==> src/rtl/lsu_pkg.sv <==
`default_nettype none
// ============================================================================
// Module  : lsu_pkg
// Brief   : Shared size encodings, FSM states and alignment check for the LSU.
// Revision: 1.0
// ============================================================================
package lsu_pkg;

    localparam logic [1:0] SZ_BYTE = 2'b00;
    localparam logic [1:0] SZ_HALF = 2'b01;
    localparam logic [1:0] SZ_WORD = 2'b10;

    typedef enum logic [1:0] {
        ST_IDLE = 2'd0,
        ST_LOAD = 2'd1,
        ST_RMW  = 2'd2,
        ST_DONE = 2'd3
    } lsu_state_t;

    // Size 11 is reported through the same error path as a misaligned access.
    function automatic logic lsu_misaligned(input logic [1:0] size, input logic [1:0] addr_lo);
        case (size)
            SZ_BYTE: lsu_misaligned = 1'b0;
            SZ_HALF: lsu_misaligned = addr_lo[0];
            SZ_WORD: lsu_misaligned = (addr_lo != 2'b00);
            default: lsu_misaligned = 1'b1;
        endcase
    endfunction

endpackage
`default_nettype wire

==> src/rtl/lsu_lane_align.sv <==
`default_nettype none
// ============================================================================
// Module  : lsu_lane_align
// Brief   : Little-endian lane extraction (with extension) and sub-word merge.
// Revision: 1.0
// ============================================================================
module lsu_lane_align
    import lsu_pkg::*;
(
    input  logic [31:0] i_word,
    input  logic [31:0] i_wdata,
    input  logic [1:0]  i_size,
    input  logic [1:0]  i_addr_lo,
    input  logic        i_signed,
    output logic [31:0] o_ext_data,
    output logic [31:0] o_merged
);

    logic [7:0]  w_byte;
    logic [15:0] w_half;

    always_comb begin
        w_byte     = i_word[{i_addr_lo, 3'b000} +: 8];
        w_half     = i_word[{i_addr_lo[1], 4'b0000} +: 16];
        o_ext_data = '0;
        case (i_size)
            SZ_BYTE: o_ext_data = {{24{i_signed & w_byte[7]}}, w_byte};
            SZ_HALF: o_ext_data = {{16{i_signed & w_half[15]}}, w_half};
            SZ_WORD: o_ext_data = i_word;
            default: o_ext_data = '0;
        endcase
    end

    always_comb begin
        o_merged = i_word;
        case (i_size)
            SZ_BYTE: o_merged[{i_addr_lo, 3'b000} +: 8]     = i_wdata[7:0];
            SZ_HALF: o_merged[{i_addr_lo[1], 4'b0000} +: 16] = i_wdata[15:0];
            SZ_WORD: o_merged = i_wdata;
            default: o_merged = i_word;
        endcase
    end

endmodule
`default_nettype wire

==> src/rtl/load_store_unit.sv <==
`default_nettype none
// ============================================================================
// Module  : load_store_unit
// Brief   : Byte/half/word load-store front end for a word-addressed memory.
// Revision: 1.0
// ============================================================================
module load_store_unit
    import lsu_pkg::*;
#(
    parameter int D_WIDTH = 32,
    parameter int A_WIDTH = 32
) (
    input  logic               clk,
    input  logic               rst,
    input  logic               req_valid,
    output logic               req_ready,
    input  logic               req_we,
    input  logic [1:0]         req_size,
    input  logic               req_signed,
    input  logic [A_WIDTH-1:0] req_addr,
    input  logic [D_WIDTH-1:0] req_wdata,
    output logic               resp_valid,
    output logic [D_WIDTH-1:0] resp_rdata,
    output logic               resp_err,
    output logic               mem_we,
    output logic [A_WIDTH-1:0] mem_w_addr,
    output logic [D_WIDTH-1:0] mem_w_data,
    output logic               mem_re,
    output logic [A_WIDTH-1:0] mem_r_addr,
    input  logic [D_WIDTH-1:0] mem_r_data
);

    lsu_state_t          r_state;
    logic                r_we;
    logic                r_signed;
    logic [1:0]          r_size;
    logic [1:0]          r_addr_lo;
    logic [A_WIDTH-3:0]  r_word_addr;
    logic [D_WIDTH-1:0]  r_wdata;
    logic                r_resp_valid;
    logic                r_resp_err;

    logic                w_accept;
    logic                w_err;
    logic                w_word_store;
    logic [A_WIDTH-1:0]  w_req_aligned;
    logic [A_WIDTH-1:0]  w_rmw_aligned;
    logic [D_WIDTH-1:0]  w_ext_data;
    logic [D_WIDTH-1:0]  w_merged;

    assign req_ready     = (r_state == ST_IDLE) && !rst;
    assign w_accept      = req_valid && req_ready;
    assign w_err         = lsu_misaligned(req_size, req_addr[1:0]);
    assign w_word_store  = req_we && (req_size == SZ_WORD);
    assign w_req_aligned = {req_addr[A_WIDTH-1:2], 2'b00};
    assign w_rmw_aligned = {r_word_addr, 2'b00};

    lsu_lane_align u_lane_align (
        .i_word     (mem_r_data),
        .i_wdata    (r_wdata),
        .i_size     (r_size),
        .i_addr_lo  (r_addr_lo),
        .i_signed   (r_signed),
        .o_ext_data (w_ext_data),
        .o_merged   (w_merged)
    );

    always_ff @(posedge clk or posedge rst) begin
        if (rst) begin
            r_state      <= ST_IDLE;
            r_we         <= 1'b0;
            r_signed     <= 1'b0;
            r_size       <= 2'b00;
            r_addr_lo    <= 2'b00;
            r_word_addr  <= '0;
            r_wdata      <= '0;
            r_resp_valid <= 1'b0;
            r_resp_err   <= 1'b0;
        end else begin
            r_resp_valid <= 1'b0;
            r_resp_err   <= 1'b0;
            case (r_state)
                ST_IDLE: begin
                    if (req_valid) begin
                        r_we        <= req_we;
                        r_signed    <= req_signed;
                        r_size      <= req_size;
                        r_addr_lo   <= req_addr[1:0];
                        r_word_addr <= req_addr[A_WIDTH-1:2];
                        r_wdata     <= req_wdata;
                        if (w_err) begin
                            r_state      <= ST_DONE;
                            r_resp_valid <= 1'b1;
                            r_resp_err   <= 1'b1;
                        end else if (!req_we) begin
                            r_state      <= ST_LOAD;
                            r_resp_valid <= 1'b1;
                        end else if (w_word_store) begin
                            r_state      <= ST_DONE;
                            r_resp_valid <= 1'b1;
                        end else begin
                            r_state <= ST_RMW;
                        end
                    end
                end
                ST_LOAD: r_state <= ST_IDLE;
                ST_RMW: begin
                    r_state      <= ST_DONE;
                    r_resp_valid <= 1'b1;
                end
                default: r_state <= ST_IDLE;
            endcase
        end
    end

    // Both ports always carry the same aligned address so the memory's
    // write-through compare sees a consistent pair.
    always_comb begin
        mem_we     = 1'b0;
        mem_re     = 1'b0;
        mem_w_addr = '0;
        mem_r_addr = '0;
        mem_w_data = '0;
        if (w_accept) begin
            mem_w_addr = w_req_aligned;
            mem_r_addr = w_req_aligned;
            if (!w_err) begin
                if (w_word_store) begin
                    mem_we     = 1'b1;
                    mem_w_data = req_wdata;
                end else begin
                    mem_re = 1'b1;
                end
            end
        end else if ((r_state == ST_RMW) && !rst) begin
            mem_we     = 1'b1;
            mem_w_addr = w_rmw_aligned;
            mem_r_addr = w_rmw_aligned;
            mem_w_data = w_merged;
        end
    end

    assign resp_valid = r_resp_valid;
    assign resp_err   = r_resp_err;
    assign resp_rdata = ((r_state == ST_LOAD) && !r_we) ? w_ext_data : '0;

endmodule
`default_nettype wire

==> config.mk <==
export PLATFORM = sky130hd
export DESIGN_NAME = load_store_unit
export DESIGN_NICKNAME = d
export VERILOG_FILES = /design/src/rtl/lsu_pkg.sv /design/src/rtl/lsu_lane_align.sv /design/src/rtl/load_store_unit.sv
export SDC_FILE = /design/constraint.sdc
export NUM_CORES = 1
export LEC_CHECK = 0
export CAP_MARGIN = 0
export CORE_ASPECT_RATIO = 1.2
export CORE_UTILIZATION = 44
export CTS_BUF_LIST = sky130_fd_sc_hd__clkbuf_2
export DETAILED_ROUTE_END_ITERATION = 6
export PLACE_DENSITY = 0.83
export SKIP_CTS_REPAIR_TIMING = 1
export SLEW_MARGIN = 5
export SYNTH_ARGS = -nofsm -noshare
export SYNTH_HDL_FRONTEND = slang
export SYNTH_SLANG_ARGS = --single-unit
export TNS_END_PERCENT = 50
==> constraint.sdc <==
create_clock -name clk -period 3.8 [get_ports clk]
set_clock_uncertainty 0.1 [all_clocks]
set_input_delay 0.76 -clock clk [delete_from_list [all_inputs] [get_ports clk]]
set_output_delay 0.76 -clock clk [all_outputs]
set_load 0.01 [all_outputs]
## Yosys cells after proc, flatten, opt, wreduce, memory -nomap -nowiden

Cells that the tools add are included.

| word-level totals | value |
|---|---|
| flip-flop bits (word level) | 72 |
| bits in latches | 0 |
| bits in writable memories | 0 |
| ROM bits | 0 |
| output and inout bits | 133 |
| memories | 0 |

| cells by class | value |
|---|---|
| add/subtract/negate cells | 2 |
| $mul | 0 |
| div/mod/pow operators | 0 |
| magnitude comparators | 0 |
| eq/ne operators | 7 |
| shift-type cells | 6 |
| multiplexer cells | 31 |
| bitwise gates (word level) | 2 |
| reduce and logical (&&, ||, !) cells | 12 |

Operators by type and width:

| operator | count |
|---|---|
| two-way mux 32 bit | 7 |
| case mux 32 bit (3 select lines) | 2 |
| bitwise mux 32 bit | 2 |
| variable shift 16 x 7 -> 32 bit, first input constant | 1 |
| variable shift 8 x 7 -> 32 bit, first input constant | 1 |
| indexed part select 16 x 7 -> 32 bit | 1 |
| indexed part select 32 x 6 -> 16 bit | 1 |
| indexed part select 32 x 6 -> 8 bit | 1 |
| indexed part select 8 x 7 -> 32 bit | 1 |
| two-way mux 1 bit | 14 |
| negation 5 -> 7 bit | 2 |
| == test 2 x 1 -> 1 bit, second input constant | 3 |
| == test 2 bit, second input constant | 3 |
| zero test 2 bit | 3 |
| two-way mux 2 bit | 3 |
| logical AND 1 bit | 5 |
| case mux 2 bit (2 select lines) | 1 |
| case mux 1 bit (3 select lines) | 1 |
| bitwise AND 1 bit | 2 |
| zero test 1 bit | 2 |
| != test 2 bit, second input constant | 1 |
| case mux 1 bit (2 select lines) | 1 |
| AND reduction 2 bit | 1 |
| nonzero test 2 bit | 1 |

## Longest topological paths before layout

Gate-level depths: netlist of the first run.

| logic depth | value |
|---|---|
| word-level depth | 7 |
| depth in mapped cells | 8 |
| gate-level depth less buffers | 6 |

## Modules after synthesis

Synthesis of the first run repeated with hierarchy kept, for this count alone.

| unflattened totals | value |
|---|---|
| cells, all modules | 675 |
| area, all modules | 6052.1 µm² |

Modules (own cells, without submodules):

| module | instances | cells each | area each (µm²) | seq. area each (µm²) |
|---|---|---|---|---|
| load_store_unit | 1 | 396 | 4144.0 | 1801.7 |
| lsu_lane_align | 1 | 279 | 1908.1 | 0.0 |

## Least setup slack after synthesis of the first run

Ideal clock, no wire load.

| timing path | value |
|---|---|
| kind | flip-flop to output port |
| start point | register r_addr_lo[0] |
| end point | output port mem_w_data[0] |
| arrival time | 2.153 ns |
| slack | 0.787 ns |
| cell stages (with the launch flop) | 9 |
| path buffers | 2 |
| path through | dfrtp_1 buf_2 inv_1 ha_1 clkbuf_1 nor3b_1 o211a_2 and2_1 a221o_1 |

| on the way | value |
|---|---|
| longest elaborated chain between the ends | 6 |

Ends and longest elaborated chain:

| item | RTL line | RTL |
|---|---|---|
| from (decl) | load_store_unit.sv:37 | `logic [1:0] r_addr_lo;` |
| from (signal assigned) | load_store_unit.sv:88 | `r_addr_lo <= req_addr[1:0];` |
| negation 5 -> 7 bit * | lsu_lane_align.sv:37 | `SZ_BYTE: o_merged[{i_addr_lo, 3'b000} +: 8] = i_wdata[7:0];` |
| indexed part select 8 x 7 -> 32 bit or variable shift 8 x 7 -> 32 bit (tied branches) | lsu_lane_align.sv:37 |  |
| bitwise mux 32 bit * | lsu_lane_align.sv:37 |  |
| case mux 32 bit (3 select lines) * | lsu_lane_align.sv:36 | `case (i_size)` |
| two-way mux 32 bit * | load_store_unit.sv:135 | `end else if ((r_state == ST_RMW) && !rst) begin` |
| two-way mux 32 bit * | load_store_unit.sv:124 | `if (w_accept) begin` |
| to (decl) | load_store_unit.sv:27 | `output logic [D_WIDTH-1:0] mem_w_data,` |

Every way passes the cells marked *; elsewhere a longest branch is shown, timed or not.

## Worst setup path in the final report of the first run

| timing path | value |
|---|---|
| start point | input port mem_r_data[31] |
| end point | output port resp_rdata[9] |

| on the way | value |
|---|---|
| longest elaborated chain between the ends | 4 |

Ends and longest elaborated chain:

| item | RTL line | RTL |
|---|---|---|
| from (decl) | load_store_unit.sv:30 | `input logic [D_WIDTH-1:0] mem_r_data` |
| indexed part select 32 x 6 -> 8 bit | lsu_lane_align.sv:23 | `w_byte = i_word[{i_addr_lo, 3'b000} +: 8];` |
| bitwise AND 1 bit | lsu_lane_align.sv:27 | `SZ_BYTE: o_ext_data = {{24{i_signed & w_byte[7]}}, w_byte};` |
| case mux 32 bit (3 select lines) | lsu_lane_align.sv:26 | `case (i_size)` |
| two-way mux 32 bit | load_store_unit.sv:145 | `assign resp_rdata = ((r_state == ST_LOAD) && !r_we) ? w_ext_data : '0;` |
| to (decl) | load_store_unit.sv:23 | `output logic [D_WIDTH-1:0] resp_rdata,` |

No other way between the ends.

==> results.cfg, run 1 <==
[global_route]
total_routing_usage_gr_pct = 31.74
grt_pass1_vias = 5678
grt_overflow = 0
grt_max_degree = 53
wire_length_of_the_first_global_routing_pass_mm = 31.82
antenna_found_initial = 1

[routing]
dr_total_vias = 5743
drtAntennaViolNets = 0
drt_pre_antenna_iters = 6
detail_route.wirelength_mm = 21.18
drcViolationCount = 0
drtIter0Drc = 428
vias_per_cell = 6.052
detail_route.wl_per_cell_um = 22.32

[placed_design]
io_buffers = 231
dpl.hpwl_mm = 15.68
place_congestion = 0.9581
cell_area_after_placement_um2 = 7973

[clock_network]
tritoncts = built
clk_root_buffer_cell = clkbuf_2
tritoncts.num_buffers = 9
cts.sinks = 72
clock_insertion_delay_worst_skew_ns = 0.53
cts_max_path_buffers = 2
worst_setup_hold_path_clk_slew_ns = 0.21
maximum_level_of_the_cts_h_tree = 3

[floorplan]
die_x_um = 104.0
dieArea_um2 = 12930
initial_utilization_pct = 45.31
rows = 44
core_area_um2 = 12110
floorplan.io_pins = 236
chipHeight_um = 124.3

[cells_and_area]
final_layout_size_suffix_gt1_share_pct = 23.76
design.final.nets = 890
post-route-cell-area_um2 = 8219
flow.area_growth_from_synthesis_pct = 49.77

[power]
cellLeakagePower_uw = 0.003222
total_power_draw_uw = 5514
worst_vdd_drop_uv = 558.5
powerDensity_nw_per_um2 = 670.8

[setup_path]
crit_path_cell_trace = clkdlybuf4s50_1, mux4_2, nand3_1, a21oi_1, clkdlybuf4s50_1
critPathBufInv = 2
cpLargestDelayFamily = buffers and inverters
critical-path-max-stage-delay_ns = 0.64
cpMaxStageDelayCell = clkdlybuf4s50_1
crit_path_max_fanout = 8
worst-endpoint-required_ns = 2.94
worst_setup_path_end_kind = output port
worst-setup-path-type = input port to output port
timing.critical_path.arrival_ns = 2.88
most_repeated_library_cell_on_the_critical_path = clkdlybuf4s50_1
setup.worst_path.start_class = input port

[synthesis]
synth.yosys.seq_area_share_pct = 32.83
synth_area_um2 = 5488
synth.ff_latch_count = 72
synthTopCellsByArea = dfrtp_1, mux2_2, a21oi_1, a221o_1, a22o_1
postSynthAreaPerCell_um2 = 9.696
synthesis.instances = 566
synthTopCellsByCount = mux2_2, dfrtp_1, a21oi_1, nand2_1, buf_4
netlist.top_cell.by_area = dfrtp_1
synthArstFlopShare_pct = 100.0
yosysWarningCount = 0
synth_enable_flop_cells = 0
synth_top_cell_area_share_pct = 32.83
synthFlopType = dfrtp_1
synthDistinctLibCells = 48
yosysMostFrequentCell = mux2_2

[sta]
relSlewSlack_pct = 48.99
min_period_over_period_pct = 98.29
period_needed_ns = 3.735
fmax_ghz = 0.2677
finalSetupViolations = 0
number_of_pins_with_negative_max_slew_slack_in_the_final_report = 0
finalHoldViolCount = 0
final_hold_slack_ns = 0.3617
worst_pin_slew_ns = 0.7640

[status]
status = finished, final reports clean

[run]
maxCapViolCount = 0

[hold_path]
min_path_type = input port to asynchronous set/reset pin
-- cell families (layout without fill, tap and decap cells) --
family,after synthesis,in the layout,share of synthesized area (%)
AO/OA/AOI/OAI,184,184,24.28
AND/OR/NAND/NOR,112,112,10.74
buffers and inverters,98,316,10.21
multiplexers,94,94,20.73
flip-flops,72,72,32.83
adder cells (fa/ha/maj),5,5,1.140
other,1,5,0.06833
-- layout by cell type (no fill, tap or decap), drive strengths merged, types with 2 or more instances in the layout --
cell type,netlist,layout
conb,1,4
a21oi,62,62
o22ai,8,8
dfrtp,72,72
inv,12,12
nor2,16,16
nor3,2,2
ha,5,5
a221o,30,30
and2,12,12
or3,4,4
buf,66,56
mux2,77,77
mux4,8,8
nand3,22,22
clkdlybuf4s50,0,226
o2bb2ai,2,2
or2,3,3
nand2,38,38
a22o,32,32
a221oi,2,2
clkbuf,20,13
o21ai,16,16
nor3b,4,4
a32oi,9,9
clkinv,0,2
nor2b,5,5
dlymetal6s2s,0,5
nor4b,2,2
a211o,7,7
mux2i,9,9
a22oi,13,13
-- stage by stage --
stage	TNS (ns)	util [%]	cells	setup WS [ns]
final	0	67.86	949	0.06480
after global routing	-0.01317	67.86	949	-0.007544
after CTS	-5.082	66.78	946	-0.1951
after detailed placement	-0.05927	65.83	930	-0.02015
after global placement	0	65.83	930	0.01889
after floorplan	0	-	569	0.7873
-- power breakdown --
part / total [uW] / internal, uW / switching [uW]
clock network: 460 / 163 / 297
registers: 1570 / 1160 / 411
logic: 3490 / 1850 / 1640
total: 5510 / 3170 / 2350
-- routing by layer --
layer | part of all wire [%] | global-route usage (%)
met3 | 9.9 | 8.477
met4 | 5.3 | 18.49
met1 | 36 | 36.62
met5 | 0 | 0
met2 | 48 | 52.75
-- state kept, by name (all words and copies together) (netlist names) --
| signal | flops |
|---|---|
| r_signed | 1 |
| r_wdata | 32 |
| resp_valid | 1 |
| r_word_addr | 30 |
| r_we | 1 |
| resp_err | 1 |
| r_state | 2 |
| r_addr_lo | 2 |
| r_size | 2 |
-- layout make-up --
type / count / area, um2
tap: 161 / 201.4
antenna: 1 / 2.502
inverter: 12 / 45.04
multi-input combinational: 399 / 3221
fill: 955 / 3892
sequential: 72 / 1807
clock inverter: 4 / 55.05
timing repair buffer: 288 / 2828
clock buffer: 12 / 60.06
-- worst paths after layout --
path,startpoint,endpoint,slack [ns],cells past startpoint
min reg2reg,r_wdata[30],r_wdata[30],0.43,1
max in group asynchronous,rst,r_word_addr[24],2.55,3
max,mem_r_data[31],resp_rdata[9],0.06,5
min,rst,r_wdata[25],0.36,2
max reg2reg,r_state[0],r_wdata[27],1.76,3
min in group clk,r_wdata[30],r_wdata[30],0.43,1
Note: power is estimated with default switching activity, not from simulation.
==> run 2: changes to the inputs <==
SKIP_LAST_GASP = 1   (was not set)
==> results.cfg, run 2 (same netlist as run 1, synthesis figures left out) <==
[clock_network]
clock_insertion_delay_worst_skew_ns = 0.53
tritoncts.num_buffers = 9
maximum_level_of_the_cts_h_tree = 3
worst_setup_hold_path_clk_slew_ns = 0.21
clk_root_buffer_cell = clkbuf_2
tritoncts = built
cts_max_path_buffers = 2
cts.sinks = 72

[setup_path]
setup.worst_path.start_class = register
setup.worst_path.end = mem_w_data[9]
timing.reg2reg.setup_slack_ns = 1.78
regToRegStartpoint = r_state[0]
worst-setup-path-type = register to output port
worst_setup_path_startpoint = r_addr_lo[0]
worst-endpoint-required_ns = 2.94
crit_path_max_fanout = 13
timing.critical_path.arrival_ns = 2.89
worst_r2r_path_depth = 3
worst_setup_path_end_kind = output port
worst_r2r_endpoint = r_wdata[27]

[routing]
dr_total_vias = 5768
drtAntennaViolNets = 0
detail_route.wirelength_mm = 21.14
drt_pre_antenna_iters = 5
vias_per_cell = 6.078
detail_route.wl_per_cell_um = 22.27
drtIter0Drc = 437
drcViolationCount = 0

[sta]
period_needed_ns = 3.750
finalHoldViolCount = 0
worst_pin_slew_ns = 0.7572
finalSetupViolations = 0
fmax_ghz = 0.2667
tns_ns = 0
min_period_over_period_pct = 98.67
number_of_pins_with_negative_max_slew_slack_in_the_final_report = 0
relSlewSlack_pct = 49.45
layout_setup_ws_ns = 0.05047
grt_setup_unrepaired = true

[cells_and_area]
final_layout_size_suffix_gt1_share_pct = 23.76
regMostFlops = r_wdata
design.final.nets = 890
finish.utilization_pct = 67.77
layout.cells.most_common = clkdlybuf4s50_1
layout_common_cells = clkdlybuf4s50_1, mux2_2, dfrtp_1
flow.area_growth_from_synthesis_pct = 49.57
final.fill_count = 960
largest_register_ffs = 32
biggestRegsByFlops = r_wdata x32, r_word_addr x30

[floorplan]
core_area_um2 = 12110
die_x_um = 104.0
initial_utilization_pct = 45.31
floorplan.io_pins = 236
dieArea_um2 = 12930
rows = 44
chipHeight_um = 124.3

[global_route]
wire_length_of_the_first_global_routing_pass_mm = 31.82
antenna_found_initial = 1
grt_max_degree = 53
total_routing_usage_gr_pct = 31.74
grt_overflow = 0
grt_pass1_vias = 5678

[power]
cellLeakagePower_uw = 0.003168
powerDensity_nw_per_um2 = 672.0
total_power_draw_uw = 5516
worst_vdd_drop_uv = 556.5

[status]
status = finished, final reports clean

[hold_path]
min_path_type = input port to asynchronous set/reset pin

[placed_design]
place_congestion = 0.9581
preCtsSetupSlack_ns = -0.02015
dpl.hpwl_mm = 15.68
io_buffers = 231

[run]
maxCapViolCount = 0
## run 2: changes by cell type in the layout (fill, tap and decap cells not counted)
cell,change
dlymetal6s2s_1,-3
buf_4,+1
buf_6,-1
clkdlybuf4s50_1,+3
## run 2: worst max-delay path: stages, from the launching register on
cell             delay, ns
dfrtp_1               0.44
buf_4                 0.22
ha_1                  0.22
or3_1                 0.36
a21oi_4               0.26
buf_4                 0.16
a221o_1               0.15
clkdlybuf4s50_1       0.54
## run 2: routing by layer
metal  part of all wire, %  global-route usage [%]
met3                   9.5                   8.477
met5                     0                       0
met4                   5.2                   18.49
met1                    37                   36.62
met2                    49                   52.75
## run 2: how the worst min path moves through the flow
stage	startpoint	end	cells past startpoint
finish	rst	r_state[1]	2
global route	rst	r_state[1]	2
CTS	r_wdata[30]	r_wdata[30]	1
detailed placement	r_wdata[31]	r_wdata[31]	1
global placement	r_wdata[16]	r_wdata[16]	1
floorplan	r_wdata[16]	r_wdata[16]	1
## run 2: layout make-up
type                    instances  area, um2  area share [%]
flip-flops and latches         72       1807           22.01
well taps                     161      201.4           2.454
repair buffers                288       2816           34.31
clock buffers                  12      60.06          0.7317
clock inverters                 4      55.05          0.6707
inverters                      12      45.04          0.5488
diodes                          1      2.502         0.03049
multi-input cells             399       3221           39.24
## run 2: metrics by stage
| step | instances | hold WS, ns | instance area (um2) |
|---|---|---|---|
| floorplan | 569 | 0.3767 | 5499 |
| global placement | 930 | 0.3867 | 7973 |
| detailed placement | 930 | 0.3957 | 7973 |
| CTS | 946 | 0.4377 | 8088 |
| global route | 949 | 0.3602 | 8208 |
| finish | 949 | 0.3531 | 8208 |
## run 2: power by group
part	total (uW)	internal, uW	leakage (uW)	switching, uW
clock	464	163	0.0000724	301
combinational	3480	1850	0.00225	1640
sequential	1570	1160	0.000847	412
total	5520	3160	0.00317	2350
==> run 3: changes to the inputs <==
CORE_UTILIZATION = 46   (was 44)
PLACE_DENSITY = 0.84   (was 0.83)
SYNTH_HIERARCHICAL = 1   (was not set)
==> results.cfg, run 3 <==
[clock_network]
clock_insertion_delay_worst_skew_ns = 0.52
tritoncts = built
tritoncts.num_buffers = 9
cts.sinks = 72
maximum_level_of_the_cts_h_tree = 3
worst_setup_hold_path_clk_slew_ns = 0.20
clk_root_buffer_cell = clkbuf_2
cts_max_path_buffers = 2

[synthesis]
synth_area_um2 = 6052
synth_enable_flop_cells = 0
synth-xor-area-share_pct = 0
synth.yosys.seq_area_share_pct = 29.77
synthFlopType = dfrtp_1
synthArstFlopShare_pct = 100.0
postSynthAreaPerCell_um2 = 8.966
synthesis.instances = 675
synth_top_family_by_area = compound AO/OA/AOI/OAI gates
synthDistinctLibCells = 56
yosysWarningCount = 6
post_synth_fa_ha_maj_area_fraction_pct = 1.034
synth_compound_gate_area_share_pct = 20.47
synthTopCellsByCount = nand2_1, dfrtp_1, mux2_2, buf_4, a22o_1
synth_top_cell_area_share_pct = 29.77
synthTopCellsByArea = dfrtp_1, mux2_2, nand2_1, a22o_1, buf_4
area_share_of_and_or_nand_nor_cells_after_synthesis_pct = 20.26
netlist.top_cell.by_area = dfrtp_1
synth.area.mux_share_pct = 18.30
synth.ff_latch_count = 72
yosysMostFrequentCell = nand2_1

[routing]
vias_per_cell = 6.014
drcViolationCount = 0
drtIter0Drc = 488
detail_route.wirelength_mm = 21.02
detail_route.wl_per_cell_um = 20.31
drt_pre_antenna_iters = 7
dr_total_vias = 6225
drtAntennaViolNets = 0

[global_route]
grt_max_degree = 45
grt_pass1_vias = 6066
wire_length_of_the_first_global_routing_pass_mm = 32.62
grt_overflow = 0
total_routing_usage_gr_pct = 30.54
antenna_found_initial = 1

[power]
powerDensity_nw_per_um2 = 710.1
worst_vdd_drop_uv = 378.0
cellLeakagePower_uw = 0.003496

[sta]
fmax_ghz = 0.2630
layout_setup_ws_ns = -0.002968
final_hold_slack_ns = 0.4401
finalHoldViolCount = 0
period_needed_ns = 3.803
grt_setup_unrepaired = true
finalSetupViolations = 2
min_period_over_period_pct = 100.1
number_of_pins_with_negative_max_slew_slack_in_the_final_report = 0
worst_pin_slew_ns = 0.8464
relSlewSlack_pct = 43.14

[setup_path]
crit_path_cell_trace = inv_1, buf_4, ha_1, and3_2, buf_4, a21oi_1, o221ai_1, nand2_1, o21ai_1, clkdlybuf4s50_1
worst-endpoint-required_ns = 2.94
cpMaxStageDelayCell = clkdlybuf4s50_1
worst-setup-path-type = register to output port
timing.critical_path.arrival_ns = 2.94
setup.worst_path.start_class = register
most_repeated_library_cell_on_the_critical_path = buf_4
worst_setup_path_end_kind = output port
critical-path-max-stage-delay_ns = 0.55
crit_path_max_fanout = 12
worst_r2r_path_depth = 3

[cells_and_area]
layout.cells.most_common = clkdlybuf4s50_1
largest_register_ffs = 32
design.final.nets = 973
biggestRegsByFlops = r_wdata x32, r_word_addr x30
post-route-cell-area_um2 = 8608
layout_common_cells = clkdlybuf4s50_1, nand2_1, mux2_2
finish.utilization_pct = 67.65
flow.area_growth_from_synthesis_pct = 42.24
final.fill_count = 1022
regMostFlops = r_wdata
final_layout_size_suffix_gt1_share_pct = 17.82

[floorplan]
chipHeight_um = 127.7
floorplan.io_pins = 236
core_area_um2 = 12720
initial_utilization_pct = 47.56
die_x_um = 106.7
dieArea_um2 = 13620
rows = 45

[hold_path]
min_path_type = register to register
hold-path-cell-count = 1

[placed_design]
io_buffers = 231
dpl.hpwl_mm = 15.89
cell_area_after_placement_um2 = 8384
place_congestion = 0.9703

[status]
violated_checks = negative setup slack
status = finished with violations

[run]
maxCapViolCount = 0
## run 3: changes by cell type after synthesis, sizes merged, moves of 8 or more
| cell | previous run | this run |
|---|---|---|
| nor2b | 5 | 17 |
| mux4 | 8 | 0 |
| o21ai | 16 | 51 |
| and2 | 12 | 34 |
| mux2i | 9 | 24 |
| a221o | 30 | 19 |
| nand2 | 38 | 90 |
| a21oi | 62 | 19 |
| nand2b | 1 | 13 |
| o221ai | 0 | 13 |
| nand4 | 1 | 33 |
| nand3 | 22 | 3 |
## run 3: layout make-up
cell class              instances  area [um2]  area share, %
flip-flops and latches         72        1804          20.96
inverters                       7       26.28         0.3052
multi-input cells             506        3705          43.04
diodes                          1       2.502        0.02907
repair buffers                269        2723          31.63
clock inverters                 6       92.59          1.076
clock buffers                  10       50.05         0.5814
well taps                     164       205.2          2.384
## run 3: where the power goes
group	internal (uW)	switching, uW	leakage [uW]	total (uW)
combinational	2100	1970	0.00257	4060
sequential	1150	372	0.000845	1520
clock	224	301	0.0000788	524
total	3470	2640	0.00350	6110
## run 3: path summary, 6_finish.rpt
check | start | to | slack (ns)
min reg2reg | r_word_addr[28] | r_word_addr[28] | 0.44
max reg2reg | r_state[1] | r_size[0] | 1.74
min in group asynchronous | rst | r_word_addr[21] | 0.74
max in group asynchronous | rst | r_size[1] | 2.14
min | r_word_addr[28] | r_word_addr[28] | 0.44
max | r_addr_lo[1] | mem_w_data[12] | -0.003
## run 3: metrics by stage
step	TNS (ns)	power (uW)	setup WS (ns)	cells
floorplan	0	4073	0.7700	678
global placement	0	5388	0.1652	1017
detailed placement	0	5479	0.01217	1017
CTS	-3.196	6020	-0.1343	1033
global route	-3.303	6498	-0.2073	1035
finish	-0.005101	6113	-0.002968	1035
## run 3: cells by family (layout without fill, tap and decap cells)
group,count (synthesis),after routing
other,1,5
adder cells (fa/ha/maj),5,5
AND/OR/NAND/NOR,228,228
buffers and inverters,100,292
multiplexers,101,101
flip-flops,72,72
AO/OA/AOI/OAI,168,168
## run 3: routing by layer
layer / GRT usage (%) / share of wire (%)
met5: 0 / 0
met4: 12.41 / 3.3
met3: 6.863 / 9.0
met2: 51.31 / 48
met1: 37.80 / 39
## run 3: worst max-delay path: cells and delay by family, from the launching register on
family / cells / cell delay, ns
AOI/OAI and AO/OA: 3 / 0.40
buffers and inverters: 4 / 1.06
DFF: 1 / 0.43
adders and majority gates: 1 / 0.19
and+or+nand+nor: 2 / 0.37
